File: config.mk
export PLATFORM = sky130hd
export DESIGN_NAME = uart_tx_fifo
export DESIGN_NICKNAME = d
export VERILOG_FILES = /design/src/rtl/uart_tx_fifo.sv
export SDC_FILE = /design/constraint.sdc
export NUM_CORES = 1
export LEC_CHECK = 0
export ABC_AREA = 1
export CAP_MARGIN = 25
export CORE_MARGIN = 10
export CORE_UTILIZATION = 55
export DETAILED_ROUTE_END_ITERATION = 10
export HOLD_SLACK_MARGIN = 0.12
export PLACE_DENSITY = 0.84
export RECOVER_POWER = 100
export SYNTH_ARGS = -nofsm -noshare
export SYNTH_HDL_FRONTEND = slang
export SYNTH_SLANG_ARGS = --single-unit
File: constraint.sdc
create_clock -name clk -period 2.9 [get_ports clk]
set_input_delay 0.29 -clock clk [delete_from_list [all_inputs] [get_ports clk]]
set_output_delay 0.29 -clock clk [all_outputs]
set_load 0.1 [all_outputs]
File: src/rtl/uart_tx_fifo.sv
// 8N1 UART transmitter fed by a small byte FIFO; frames go out LSB first with no
// idle gap between queued bytes.
module uart_tx_fifo #(
    parameter int CLK_FREQ   = 100_000_000,
    parameter int BAUD       = 115200,
    parameter int BIT_CYCLES = CLK_FREQ / BAUD,
    parameter int FIFO_DEPTH = 4
) (
    input  logic                          clk,
    input  logic                          rst,
    input  logic [7:0]                    i_data,
    input  logic                          i_valid,
    output logic                          o_ready,
    output logic                          o_tx,
    output logic                          o_busy,
    output logic [$clog2(FIFO_DEPTH):0]   o_count
);

    localparam int PW = $clog2(FIFO_DEPTH);
    localparam int CW = PW + 1;
    localparam int BW = (BIT_CYCLES > 1) ? $clog2(BIT_CYCLES) : 1;

    localparam logic [CW-1:0] FULL     = CW'(FIFO_DEPTH);
    localparam logic [BW-1:0] BAUD_END = BW'(BIT_CYCLES - 1);

    localparam logic [1:0] S_IDLE  = 2'd0;
    localparam logic [1:0] S_START = 2'd1;
    localparam logic [1:0] S_DATA  = 2'd2;
    localparam logic [1:0] S_STOP  = 2'd3;

    // Handshake: a byte is taken on any rising edge where i_valid && o_ready.
    logic [7:0]    mem [FIFO_DEPTH];
    logic [PW-1:0] wr_ptr;
    logic [PW-1:0] rd_ptr;
    logic [CW-1:0] count;

    logic [1:0]    state;
    logic [BW-1:0] baud_cnt;
    logic [2:0]    bit_idx;
    logic [7:0]    shift;
    logic          tx;

    logic push;
    logic pop;
    logic baud_tick;

    assign o_ready   = (count != FULL);
    assign push      = i_valid && o_ready;
    assign baud_tick = (baud_cnt == BAUD_END);
    // The FIFO is drained only from IDLE or at the very end of a stop bit.
    assign pop       = (count != '0) &&
                       ((state == S_IDLE) || ((state == S_STOP) && baud_tick));

    assign o_tx    = tx;
    assign o_count = count;
    assign o_busy  = (state != S_IDLE) || (count != '0);

    always_ff @(posedge clk) begin
        if (push) begin
            mem[wr_ptr] <= i_data;
        end
    end

    always_ff @(posedge clk) begin
        if (rst) begin
            wr_ptr <= '0;
            rd_ptr <= '0;
            count  <= '0;
        end else begin
            if (push) begin
                wr_ptr <= wr_ptr + 1'b1;
            end
            if (pop) begin
                rd_ptr <= rd_ptr + 1'b1;
            end
            if (push && !pop) begin
                count <= count + 1'b1;
            end else if (pop && !push) begin
                count <= count - 1'b1;
            end
        end
    end

    always_ff @(posedge clk) begin
        if (rst) begin
            baud_cnt <= '0;
        end else if ((state == S_IDLE) || baud_tick) begin
            baud_cnt <= '0;
        end else begin
            baud_cnt <= baud_cnt + 1'b1;
        end
    end

    always_ff @(posedge clk) begin
        if (rst) begin
            state   <= S_IDLE;
            tx      <= 1'b1;
            bit_idx <= '0;
            shift   <= '0;
        end else begin
            case (state)
                S_IDLE: begin
                    tx <= 1'b1;
                    if (pop) begin
                        shift <= mem[rd_ptr];
                        state <= S_START;
                        tx    <= 1'b0;
                    end
                end
                S_START: begin
                    if (baud_tick) begin
                        state   <= S_DATA;
                        bit_idx <= '0;
                        tx      <= shift[0];
                    end
                end
                S_DATA: begin
                    if (baud_tick) begin
                        shift <= {1'b0, shift[7:1]};
                        if (bit_idx == 3'd7) begin
                            state <= S_STOP;
                            tx    <= 1'b1;
                        end else begin
                            bit_idx <= bit_idx + 3'd1;
                            tx      <= shift[1];
                        end
                    end
                end
                S_STOP: begin
                    if (baud_tick) begin
                        if (pop) begin
                            shift <= mem[rd_ptr];
                            state <= S_START;
                            tx    <= 1'b0;
                        end else begin
                            state <= S_IDLE;
                        end
                    end
                end
                default: begin
                    state <= S_IDLE;
                    tx    <= 1'b1;
                end
            endcase
        end
    end

endmodule
Word-level counts from Yosys, hierarchy flattened

Memories as Yosys holds them, arrays and structs flattened. A register that Yosys moved wholly into a read port is not among the register bits.
Cells that the tools add are included.

Register bits after elaboration: 31
Input port bits: 11
Memories: 1
Bits in writable memories: 32
Logic and storage cells: 77

Memory list:

| memory | words | width | read ports | clocked after memory_dff | write ports | RTL line | source |
|---|---|---|---|---|---|---|---|
| mem    | 4     | 8     | 1          | 1                        | 1           | 32       | `logic [7:0] mem [FIFO_DEPTH];` |

Reduce and logical (&&, ||, !) cells: 21
Equal/unequal tests: 13
Add/subtract/negate cells: 6
Muxes and demuxes: 28

Operator list:

| kind                                                                | count |
|---|---|
| 8-bit two-way mux                                                   | 3 |
| 8-bit one-hot mux with 3 select lines                               | 1 |
| 3-bit two-way mux                                                   | 5 |
| 2-bit two-way mux                                                   | 7 |
| 2-bit != test (second input constant)                               | 7 |
| 10-bit by 1-bit adder with 10-bit output (second input constant)    | 1 |
| 10-bit equality test (second input constant)                        | 1 |
| 1-bit two-way mux                                                   | 9 |
| 2-bit one-hot mux with 4 select lines                               | 1 |
| 4-bit AND reduction                                                 | 2 |
| 3-bit by 1-bit adder with 3-bit output (second input constant)      | 2 |
| 3-bit one-hot mux with 2 select lines                               | 1 |
| 2-bit nonzero test                                                  | 3 |
| 3-bit nonzero test                                                  | 2 |
| 1-bit logical AND                                                   | 5 |
| 5-bit AND reduction                                                 | 1 |
| 2-bit by 1-bit adder with 2-bit output (second input constant)      | 2 |
| 2-bit equality test (second input constant)                         | 2 |
| 1-bit one-hot mux with 4 select lines                               | 1 |
| 3-bit equality test (second input constant)                         | 1 |
| 1-bit logical OR                                                    | 3 |
| 3-bit != test (second input constant)                               | 1 |
| 3-bit AND reduction                                                 | 1 |
| 3-bit by 1-bit subtractor with 3-bit output (second input constant) | 1 |
| 4 further kinds                                                     | 5 |

Longest topological paths before layout

Depth in word-level cells: 7
Mapped depth: 13

Least setup slack after synthesis

OpenSTA, ideal clock, no wires.

Path type: reg2reg
Start point: reg count[2] (netlist: o_count[2])
End point: reg count[1] (netlist: o_count[1])
Clock period less this slack: 3.534 ns
Path buffers: 0
Library setup time: 0.120 ns
Stages on the path, launching flop included: 9
Arrival: 3.413 ns
Setup slack: -0.634 ns
Path through: dfxtp_1 -> nand3_1 -> nand2_1 -> inv_1 -> ha_1 -> inv_1 -> fa_1 -> o21ai_0 -> a21oi_1

Word-level cells in the longest chain between the ends: 5

RTL lines:

| what                         | RTL line | source |
|---|---|---|
| start: declaration           | 35       | `logic [CW-1:0] count;` |
| start signal: assignment     | 77       | `count <= count + 1'b1;` |
| start signal: assignment     | 79       | `count <= count - 1'b1;` |
| 3-bit != test *              | 47       | `assign o_ready = (count != FULL);` |
| named net o_ready            | 13       | `output logic o_ready,` |
| 1-bit logical AND *          | 48       | `assign push = i_valid && o_ready;` |
| named net push               | 43       | `logic push;` |
| 1-bit logical NOT            | 78       | `end else if (pop && !push) begin` |
| 1-bit logical AND            | 78       |  |
| 2-bit nonzero test (no line) | --       |  |

The timed path passes the listed nets; every way through them passes the cells marked *.
A chain may end at the register's enable or synchronous reset.

Worst setup path after layout

Start point: reg baud_cnt[0]
End point: reg count[2] (netlist: o_count[2])

Word-level cells in the longest chain between the ends: 7

RTL lines:

| what                                                    | RTL line | source |
|---|---|---|
| start: declaration                                      | 38       | `logic [BW-1:0] baud_cnt;` |
| start signal: assignment                                | 90       | `baud_cnt <= baud_cnt + 1'b1;` |
| 10-bit equality test *                                  | 49       | `assign baud_tick = (baud_cnt == BAUD_END);` |
| 1-bit logical AND *                                     | 52       | `((state == S_IDLE) \|\| ((state == S_STOP) && baud_tick));` |
| 1-bit logical OR *                                      | 52       |  |
| 1-bit logical AND *                                     | 51       | `assign pop = (count != '0) &&` |
| 1-bit logical NOT                                       | 76       | `if (push && !pop) begin` |
| 1-bit logical AND                                       | 76       |  |
| 3-bit two-way mux or 2-bit nonzero test (tied branches) | --       |  |

Every way passes the cells marked *; elsewhere a longest branch is shown, timed or not.

==> flow_metrics.tcl <==
set metrics [dict create \
    status "complete, no violations" \
    drtPass1Iterations 4 \
    power.total_uw 3270 \
    fp.dieH_um 94.2 \
    wl_per_cell_um 13.2 \
    antenna_cells 0 \
    timing.reg2reg.setup_slack_ns 0.40 \
    grt_pass1_wl_mm 9.97 \
    synthAdderAreaFrac_pct 6.03 \
    synthMuxAreaShare_pct 1.98 \
    via_per_inst 5.13 \
    hold_path_class "register to register" \
    track_usage_pct 14.1 \
    die_area_mm2 0.00888 \
    worstSetupEndpointType "register" \
    worstSetupStartpointType "register" \
    hold_buffers 0 \
    power.leakage_uw 0.00142 \
    synth_xor_area_share_pct 1.44 \
    combPwrFrac_pct 42.3 \
    r2r_end "o_count[2]" \
    antenna_found_initial 0 \
    fmax_mhz 400 \
    tightest_slew_ns 1.19 \
    worstHoldStart "baud_cnt[0]" \
    gp_congestion 0.771 \
    nNetsFinal 388 \
    holdPathStages 1 \
    cts_buffers 9 \
    dpl.hpwl_mm 4.06 \
    avgSynthCellArea_um2 8.94 \
    synthesis.nets 364 \
    drt-initial-drc-count 181 \
    dr_total_vias 2249 \
    path_class "register to register" \
    h-tree-depth 3 \
    netlist_area_mm2 0.00303 \
    area_growth_pct 11.6 \
    fill_cells 426 \
    stdcell_count 438 \
    clock_power_share_pct 21.3 \
    hold_end "baud_cnt[0]" \
    drt.antenna.violating_nets 0 \
    yosysSeqAreaShare_pct 53.5 \
    dp.cells 422 \
    drv_slew 0 \
    cts.clk_slew.worst_paths_ns 0.06 \
    clk_latency_ns 0.35 \
    cts_buffer_depth 2 \
    clock_skew_ns 0.0174 \
    grt_pass1_vias 2206 \
    cts_tree "done" \
    pwr-share-seq_pct 36.4 \
    highest_layer "met4" \
    min_period_ns 2.50 \
    synthSimpleGateAreaFrac_pct 22.5 \
    internal_power_uw 1860 \
    cts_root_buf "clkbuf_8" \
    rr_startpoint "baud_cnt[0]" \
    ios 17 \
    yosysWarnings 0 \
    worst-path-max-fanout 9 \
    hold_viol 0 \
    layout_commonest_cell "nand2_1" \
    place_area_mm2 0.00326 \
    synth_top_family_by_area "simple AND/OR/NAND/NOR gates" \
    grt_max_degree 24 \
    drv_cap 0 \
    die_x_um 94.2 \
    synth-seq-cells 65 \
    synth.distinct_cells 31 \
    start_util_pct 57.9 \
    p_switching_uw 1410 \
    wl_met1_mm 2.68 \
    grt_overflow_total 0 \
    swShare_pct 43.1 \
    wl_met3_um 248 \
    fin_setup_tns_ns 0 \
    postCtsResizedCells 0 \
    powerDensity_mw_per_mm2 967 \
    rows 26 \
    wirelength_mm 5.80 \
    drc_errors 0 \
    syn_inst 339 \
    ir_drop_v 0.000721 \
    cts_setup_buffers 0 \
    mostFrequentLayoutCells "nand2_1 (74), inv_1 (46), nor2_1 (38), nand3_1 (32), edfxtp_1 (32)" \
    setup_viol 0 \
    period_share_pct 86.2 \
    crit_arrival_ns 2.72 \
    final_area_mm2 0.00338 \
    synth_compound_area_share_pct 7.35 \
    io_buffer_count 16 \
    reg2reg_depth 13 \
    clkSinkCount 65 \
    drive_above_1_share_pct 6.52 \
    critPathRequiredTime_ns 3.12 \
    rsz0062_at_grt "no" \
    maxSlewHeadroom_pct 20.8 \
    wl_met2_mm 2.76 \
    core_mm2 0.00524 \
]
-- synthesized netlist by cell type, drive strengths merged --
cell | n | area, µm²
ha | 13 | 163
nor2 | 40 | 163
clkbuf | 3 | 11.3
nor3 | 2 | 10.0
nand2 | 77 | 314
mux2i | 6 | 60.1
inv | 46 | 173
dfxtp | 33 | 661
o21a | 1 | 7.51
buf | 4 | 28.8
clkinv | 2 | 7.51
nand3 | 32 | 173
o211a | 1 | 10.0
o21ai | 11 | 55.1
fa | 1 | 20.0
xor2 | 4 | 35.0
nor3b | 2 | 15.0
or2 | 1 | 6.26
a31o | 1 | 8.76
edfxtp | 32 | 961
a21oi | 26 | 141
xnor2 | 1 | 8.76
-- sequential cells by signal, summed over array words and instances (netlist names), named ones only --
| signal | cells |
|---|---|
| wr_ptr | 2 |
| mem | 32 |
| bit_idx | 3 |
| o_count | 3 |
| o_tx | 1 |
| rd_ptr | 2 |
| shift | 8 |
| baud_cnt | 10 |
| state | 2 |
-- area by class of cell --
class	instances	area, µm²	area share [%]
timing repair buffer	20	145	4.29
multi-input combinational	219	1170	34.5
tap	70	87.6	2.59
clock buffer	14	164	4.85
sequential	65	1620	48.0
clock inverter	2	13.8	0.407
inverter	48	180	5.33
-- worst max-delay path, stage by stage (launching register included) --
cell	delay, ns
dfxtp_1	0.33
ha_1	0.21
inv_1	0.07
nor2_1	0.05
nand3_1	0.24
nand2_1	0.19
nand2_4	0.16
ha_1	0.16
inv_1	0.07
fa_1	0.38
a21oi_1	0.17
o21ai_0	0.12
o21ai_0	0.17
a21oi_1	0.06
-- power by group through the flow --
stage	Combinational (µW)	Clock, µW	Sequential, µW
detailed placement	1410	0	1210
floorplan	990	0	1350
finish	1380	697	1190
CTS	1430	701	1190
global route	1540	742	1210
global placement	1360	0	1200
-- cells by family after synthesis --
kind of cell | after synthesis
AO/OA/AOI/OAI | 40
multiplexers | 6
flip-flops | 65
adder cells (fa/ha/maj) | 14
AND/OR/NAND/NOR | 154
buffers and inverters | 55
XOR/XNOR | 5
-- stage by stage --
stage	worst slack [ns]	hold slack, ns	util [%]
4_1_cts	0.545	0.455	65.7
3_5_place_dp	0.556	0.440	62.3
2_1_floorplan	0.198	0.359	-
3_3_place_gp	0.675	0.430	62.3
6_report	0.400	0.450	64.6
5_1_grt	0.215	0.493	64.6
-- worst max path at each step --
stage | endpoint | from | cells after the start
floorplan | o_count[2] | o_count[0] | 11
global placement | o_count[2] | state[0] | 12
detailed placement | o_count[2] | state[0] | 12
CTS | o_count[2] | state[0] | 12
global route | o_count[2] | baud_cnt[0] | 13
finish | o_count[2] | baud_cnt[0] | 13
-- layer usage --
metal  track usage (%)  up-vias
met1              17.1     1037
met2              23.0       48
li1                  -     1151
met3              3.20       13
met5                 0        -
met4              6.96        0
Note: power is estimated with default switching activity, not from simulation.
